File: config.mk
export PLATFORM = sky130hd
export DESIGN_NAME = radius_outlier_sequencer
export DESIGN_NICKNAME = d
export VERILOG_FILES = /design/src/rtl/lidar_filter_pkg.sv /design/src/rtl/point_ring_buffer.sv /design/src/rtl/radius_outlier_sequencer.sv
export SDC_FILE = /design/constraint.sdc
export NUM_CORES = 1
export LEC_CHECK = 0
export ABC_AREA = 1
export BUFFER_PORTS_ARGS = -buffer_cell sky130_fd_sc_hd__buf_2
export CORE_MARGIN = 3
export CORE_UTILIZATION = 54
export DETAILED_ROUTE_END_ITERATION = 8
export PLACE_DENSITY_LB_ADDON = 0.05
export SYNTH_ARGS = -nofsm -noshare
export SYNTH_HDL_FRONTEND = slang
export SYNTH_HIERARCHICAL = 1
export SYNTH_SLANG_ARGS = --single-unit
File: constraint.sdc
create_clock -name clock -period 3.79 [get_ports clock]
set_input_delay 0.5685 -clock clock [delete_from_list [all_inputs] [get_ports clock]]
set_output_delay 0.5685 -clock clock [all_outputs]
set_load 0.02 [all_outputs]
File: src/rtl/lidar_filter_pkg.sv
// Shared types for the lidar radius-outlier path: sequencer FSM states, point record
// and the neighbour-count width helper.
package lidar_filter_pkg;

    localparam int COORD_W = 16;

    typedef enum logic [1:0] {
        IDLE   = 2'd0,
        ISSUE  = 2'd1,
        DRAIN  = 2'd2,
        OUTPUT = 2'd3
    } ror_state_t;

    typedef struct packed {
        logic [COORD_W-1:0] x;
        logic [COORD_W-1:0] y;
        logic [COORD_W-1:0] z;
    } point_t;

    function automatic int count_width(input int window);
        return $clog2(window + 1);
    endfunction

endpackage

File: src/rtl/point_ring_buffer.sv
// Ring of the last WINDOW accepted points with an occupancy count that saturates at
// WINDOW; the oldest entry is overwritten once full. One asynchronous read port by index.
module point_ring_buffer #(
    parameter int N      = 16,
    parameter int WINDOW = 8
) (
    input  logic                         clock,
    input  logic                         reset,
    input  logic                         wr_en,
    input  logic [3*N-1:0]               wr_data,
    input  logic [$clog2(WINDOW)-1:0]    rd_idx,
    output logic [3*N-1:0]               rd_data,
    output logic [$clog2(WINDOW+1)-1:0]  occupancy
);

    localparam int IW = $clog2(WINDOW);
    localparam int OW = $clog2(WINDOW + 1);

    logic [3*N-1:0] mem_r [WINDOW];
    logic [IW-1:0]  wr_ptr_r;
    logic [OW-1:0]  occ_r;

    // point storage; contents are not cleared, occupancy alone marks valid slots
    always_ff @(posedge clock) begin
        if (wr_en) begin
            mem_r[wr_ptr_r] <= wr_data;
        end
    end

    // write pointer wraps naturally (WINDOW is a power of two), occupancy saturates
    always_ff @(posedge clock) begin
        if (reset) begin
            wr_ptr_r <= '0;
            occ_r    <= '0;
        end else if (wr_en) begin
            wr_ptr_r <= wr_ptr_r + IW'(1);
            if (occ_r != OW'(WINDOW)) begin
                occ_r <= occ_r + OW'(1);
            end
        end
    end

    assign rd_data   = mem_r[rd_idx];
    assign occupancy = occ_r;

endmodule

File: src/rtl/radius_outlier_sequencer.sv
// Radius-outlier sequencer: streams (candidate, neighbour) pairs to the distance unit and
// counts returned distances within radius. Optional macro EARLY_DECIDE_EN stops issuing once keep is certain.
module radius_outlier_sequencer
    import lidar_filter_pkg::*;
#(
    parameter int N             = 16,
    parameter int WINDOW        = 8,
    parameter int DIST_LATENCY  = 17,
    parameter int MIN_NEIGHBORS = 2,
    parameter int POINT_3D      = 1
) (
    input  logic                        clock,
    input  logic                        reset,
    input  logic                        in_valid,
    output logic                        in_ready,
    input  logic [N-1:0]                in_x,
    input  logic [N-1:0]                in_y,
    input  logic [N-1:0]                in_z,
    input  logic [N-1:0]                radius,
    output logic [N-1:0]                pair_x1,
    output logic [N-1:0]                pair_y1,
    output logic [N-1:0]                pair_z1,
    output logic [N-1:0]                pair_x2,
    output logic [N-1:0]                pair_y2,
    output logic [N-1:0]                pair_z2,
    input  logic [N-1:0]                dist_in,
    output logic                        out_valid,
    input  logic                        out_ready,
    output logic [N-1:0]                out_x,
    output logic [N-1:0]                out_y,
    output logic [N-1:0]                out_z,
    output logic                        out_keep,
    output logic [$clog2(WINDOW+1)-1:0] out_count
);

    localparam int IW = $clog2(WINDOW);
    localparam int CW = count_width(WINDOW);
    localparam int L  = DIST_LATENCY;
    localparam logic [CW-1:0] WIN_C = CW'(WINDOW);
    localparam logic [CW-1:0] MIN_C = CW'(MIN_NEIGHBORS);

    ror_state_t      state_r, state_nxt_s;
    logic [3*N-1:0]  cand_r, cand_src_s, rd_data_s;
    logic [N-1:0]    radius_r;
    logic [IW-1:0]   rd_idx_r, rd_sel_s;
    logic [CW-1:0]   count_r, count_nxt_s, fin_count_s, occ_s;
    logic [L-1:0]    tag_r;
    logic            accept_s, out_hs_s, issue_s, load_pair_s, out_load_s;
    logic            last_s, early_s, drain_done_s, inc_s;

    assign accept_s     = in_valid & in_ready;
    assign out_hs_s     = out_valid & out_ready;
    assign last_s       = (CW'(rd_idx_r) == (occ_s - CW'(1)));
    assign drain_done_s = (tag_r[L-2:0] == '0);
    assign inc_s        = tag_r[L-1] & (dist_in <= radius_r);
    assign count_nxt_s  = (inc_s && (count_r != WIN_C)) ? (count_r + CW'(1)) : count_r;
    assign cand_src_s   = accept_s ? {in_x, in_y, in_z} : cand_r;
`ifdef EARLY_DECIDE_EN
    assign early_s      = (count_r >= MIN_C);
`else
    assign early_s      = 1'b0;
`endif

    point_ring_buffer #(.N(N), .WINDOW(WINDOW)) u_ring (
        .clock     (clock),
        .reset     (reset),
        .wr_en     (out_hs_s),
        .wr_data   ({out_x, out_y, out_z}),
        .rd_idx    (rd_sel_s),
        .rd_data   (rd_data_s),
        .occupancy (occ_s)
    );

    // FSM state register
    always_ff @(posedge clock) begin
        if (reset) begin
            state_r <= IDLE;
        end else begin
            state_r <= state_nxt_s;
        end
    end

    // FSM next-state logic
    always_comb begin
        state_nxt_s = state_r;
        case (state_r)
            IDLE:    if (accept_s) state_nxt_s = (occ_s == '0) ? OUTPUT : ISSUE;
                     else          state_nxt_s = IDLE;
            ISSUE:   if (last_s || early_s) state_nxt_s = DRAIN;
                     else                   state_nxt_s = ISSUE;
            DRAIN:   if (drain_done_s) state_nxt_s = OUTPUT;
                     else              state_nxt_s = DRAIN;
            OUTPUT:  if (out_hs_s) state_nxt_s = IDLE;
                     else          state_nxt_s = OUTPUT;
            default: state_nxt_s = IDLE;
        endcase
    end

    // FSM outputs; the pair register is loaded one cycle ahead so each ISSUE cycle presents one pair
    always_comb begin
        issue_s     = (state_r == ISSUE);
        load_pair_s = 1'b0;
        rd_sel_s    = '0;
        fin_count_s = count_nxt_s;
        out_load_s  = (state_r != OUTPUT) && (state_nxt_s == OUTPUT);
        case (state_r)
            IDLE: begin
                load_pair_s = accept_s && (occ_s != '0);
                rd_sel_s    = '0;
                fin_count_s = '0;
            end
            ISSUE: begin
                load_pair_s = !(last_s || early_s);
                rd_sel_s    = rd_idx_r + IW'(1);
            end
            default: begin
                load_pair_s = 1'b0;
                rd_sel_s    = '0;
            end
        endcase
    end

    // candidate latch, read index, neighbour counter and tag pipe
    always_ff @(posedge clock) begin
        if (reset) begin
            cand_r   <= '0;
            radius_r <= '0;
            rd_idx_r <= '0;
            count_r  <= '0;
            tag_r    <= '0;
        end else begin
            tag_r <= {tag_r[L-2:0], issue_s};
            if (accept_s) begin
                cand_r   <= {in_x, in_y, in_z};
                radius_r <= radius;
                rd_idx_r <= '0;
                count_r  <= '0;
            end else begin
                count_r <= count_nxt_s;
                if (load_pair_s) begin
                    rd_idx_r <= rd_idx_r + IW'(1);
                end
            end
        end
    end

    // pair registers towards the distance unit
    always_ff @(posedge clock) begin
        if (reset) begin
            {pair_x1, pair_y1, pair_z1} <= '0;
            {pair_x2, pair_y2, pair_z2} <= '0;
        end else if (load_pair_s) begin
            pair_x1 <= cand_src_s[3*N-1:2*N];
            pair_y1 <= cand_src_s[2*N-1:N];
            pair_z1 <= (POINT_3D != 0) ? cand_src_s[N-1:0] : '0;
            pair_x2 <= rd_data_s[3*N-1:2*N];
            pair_y2 <= rd_data_s[2*N-1:N];
            pair_z2 <= (POINT_3D != 0) ? rd_data_s[N-1:0] : '0;
        end
    end

    // registered result and handshake flags
    always_ff @(posedge clock) begin
        if (reset) begin
            in_ready  <= 1'b1;
            out_valid <= 1'b0;
            out_keep  <= 1'b0;
            out_count <= '0;
            {out_x, out_y, out_z} <= '0;
        end else begin
            in_ready <= (state_nxt_s == IDLE);
            if (out_load_s) begin
                out_valid <= 1'b1;
                {out_x, out_y, out_z} <= cand_src_s;
                out_count <= fin_count_s;
                out_keep  <= (fin_count_s >= MIN_C);
            end else if (out_hs_s) begin
                out_valid <= 1'b0;
            end
        end
    end

endmodule
==> impl_metrics.toml <==
[floorplanning]
chipWidth_um = 225
num_rows = 79
die_h_um = 225
start_util_pct = 55.1
die_area_mm2 = 0.0506
io_pins = 235
coreArea_mm2 = 0.0470

[cts]
clock_latency_ps = 580
cts.repair.resized = 0
path_clk_slew_ps = 60
cts_setup_buffers = 0
cts_hold_buf = 0
clk_path_buf_depth = 3
numCtsBuffers = 67
clockRootBuffer = "clkbuf_16"
cts-htree-levels = 3
clkSinkCount = 632
cts_tree = "built"

[critical_path]
critPathCaptureType = "register"
critPathMaxStageDelay_ps = 440
worstSetupPathType = "reg -> reg"
worstSetupStartpointType = "register"
path_buf_inv = 2
crit_family = "simple AND/OR/NAND/NOR gates"
cp_slowest_cell = "dfxtp_1"
path_common_cell = "nand3_1"
path_cells = "inv_2 > ha_1 > xnor2_1 > a21oi_1 > nand3_1 > nand2_1 > nand3_1 > a21oi_4 > buf_12 > nor2_1 > a211oi_2"
cp_num_cells = 11
cp_max_fo = 101
required_ps = 4280
critPathArrivalTime_ps = 3080
reg2regPathDepth = 11

[cells_and_area]
area_growth_syn_to_layout_pct = 14.2
drive_gt1_share_pct = 14.1
diodes = 0
fin_area_mm2 = 0.0296
final_nets = 3033
fin_util_pct = 63.0

[timing]
timing.hold.ws_ps = 263
skew_ps = 15.9
fin_crit_ps = 2590
setup_viol = 0
slew_headroom_pct = 30.6
final_max_slew_viol_count = 0
worstMarginPinSlew_ps = 1040
max_freq_ghz = 0.387
fin_crit_sh_pct = 68.2
rsz0062_at_grt = "false"
final-hold-violation-count = 0
tns_ps = 0

[drt]
wl_um = 58200
drtIter0Drc = 1253
wl_per_cell_um = 16.2
dr.pass1.iters = 5
drc = 0
ant_nets = 0
num_vias = 18000
viasPerCell = 5.03

[grt]
antenna_found_initial = 0
grt_pass1_vias = 17600
grt-ovfl-total = 0
track_usage_pct = 23.1
grt_pass1_wl_um = 93100
grt_max_degree = 133

[min_path]
whs_path_depth = 4
holdCritPathClass = "in -> reg"

[placed_design]
gp_congestion = 0.799
place_area_mm2 = 0.0275
dp_hpwl_um = 32600
port_buffers = 234

[power]
peakVddDrop_mv = 0.635
powerDensity_mw_per_mm2 = 743
leakagePower_nw = 13.0

[synth]
synth.area.top_cells = "edfxtp_1 (45%), dfxtp_1 (19%), nand2_1 (10%), nor2_1 (9.3%), inv_1 (3.9%)"
netlist_instances = 2734
yosys.area.top_type = "edfxtp_1"
synthFlopType = "edfxtp_1"
async_flop_share_pct = 0
syn_area_per_cell_um2 = 9.47
synth-warning-count = 6
netlist_area_mm2 = 0.0259
ys_ff_latch = 632
synth_edf_count = 384
synth_nets = 2841
synth_cell_type_count = 28
synth_top_area_share_pct = 44.5
ys_seq_area_share_pct = 63.7
yosysMostFrequentCell = "nand2_1"
synth_common_cells = "nand2_1 (700), nor2_1 (639), edfxtp_1 (384)"

[outcome]
status = "complete, no violations"

[run]
drv_cap = 0
[worst paths after layout]
kind,from,slack [ps],to
max,u_ring/occupancy[0],1200,out_z[14]
min,out_ready,260,out_valid
max reg2reg,u_ring/occupancy[0],1200,out_z[14]
min reg2reg,tag_r[9],430,tag_r[10]
[flip-flops by register name (all words and copies together), names as in the netlist]
signal            cells
count_r               4
u_ring/occupancy      4
pair_x1              16
u_ring/mem_r        384
out_keep              1
pair_z2              16
out_x                16
tag_r                17
pair_y1              16
in_ready              1
pair_y2              16
out_valid             1
out_count             4
out_z                16
out_y                16
pair_x2              16
pair_z1              16
rd_idx_r              3
state_r               2
radius_r             16
cand_r               48
u_ring/wr_ptr_r       3
[stage by stage]
step | power [W] | instances | setup WS [ps]
6_report | 0.0220 | 3585 | 1200
2_1_floorplan | 0.0142 | 2734 | 124
5_1_grt | 0.0234 | 3585 | 900
3_3_place_gp | 0.0158 | 3464 | 1130
4_1_cts | 0.0222 | 3585 | 1200
3_5_place_dp | 0.0160 | 3464 | 1120
[worst min-delay path, cell delays in order]
cell and delay [ps]:
buf_2 90, inv_1 30, nand2_1 40, a21oi_1 50
[cells by family (layout without fill, tap and decap cells)]
| kind of cell | count (synthesis) | count (layout) | synth area share, % |
|---|---|---|---|
| simple gates | 1368 | 1368 | 20.0 |
| compound gates | 245 | 245 | 6.09 |
| xor+xnor | 5 | 5 | 0.169 |
| buf+inv | 413 | 657 | 7.03 |
| fa+ha+maj | 23 | 23 | 1.11 |
| flops | 632 | 632 | 63.7 |
| mux | 48 | 48 | 1.86 |
[area by class of cell]
cell class / count / area (um2)
clock inverters: 22 / 138
repair buffers: 262 / 1540
clock buffers: 99 / 1940
flip-flops and latches: 632 / 16500
inverters: 274 / 1030
well taps: 607 / 759
multi-input cells: 1689 / 7680
fillers: 3858 / 17400
[power breakdown]
part	total (W)	internal (W)	leakage, nW	switching, W
Clock	0.00617	0.00362	1.04	0.00256
Sequential	0.00907	0.00840	5.57	0.000669
Combinational	0.00672	0.00206	6.36	0.00466
Total	0.0220	0.0141	13.0	0.00789
[cell usage in the layout, fill, tap and decap left out, drive strengths merged, types with 6 or more instances in the layout]
cell type  synthesis  layout
nand2            701     701
nor2             640     640
edfxtp           384     384
inv              274     274
buf               89     262
dfxtp            248     248
o21ai            112     112
clkbuf            50      99
a21oi             72      72
a211oi            60      60
mux2i             48      48
ha                23      23
clkinv             0      21
nand3             19      19
nand4              6       6
[per-layer routing]
metal / GRT usage [%] / vias up / wire (um)
met2: 38.6 / 353 / 27600
met1: 31.4 / 8509 / 26800
met3: 4.29 / 71 / 2960
met4: 6.17 / 0 / 901
li1: - / 9087 / -
met5: 0 / - / 0
(Power assumes the default switching activity.)
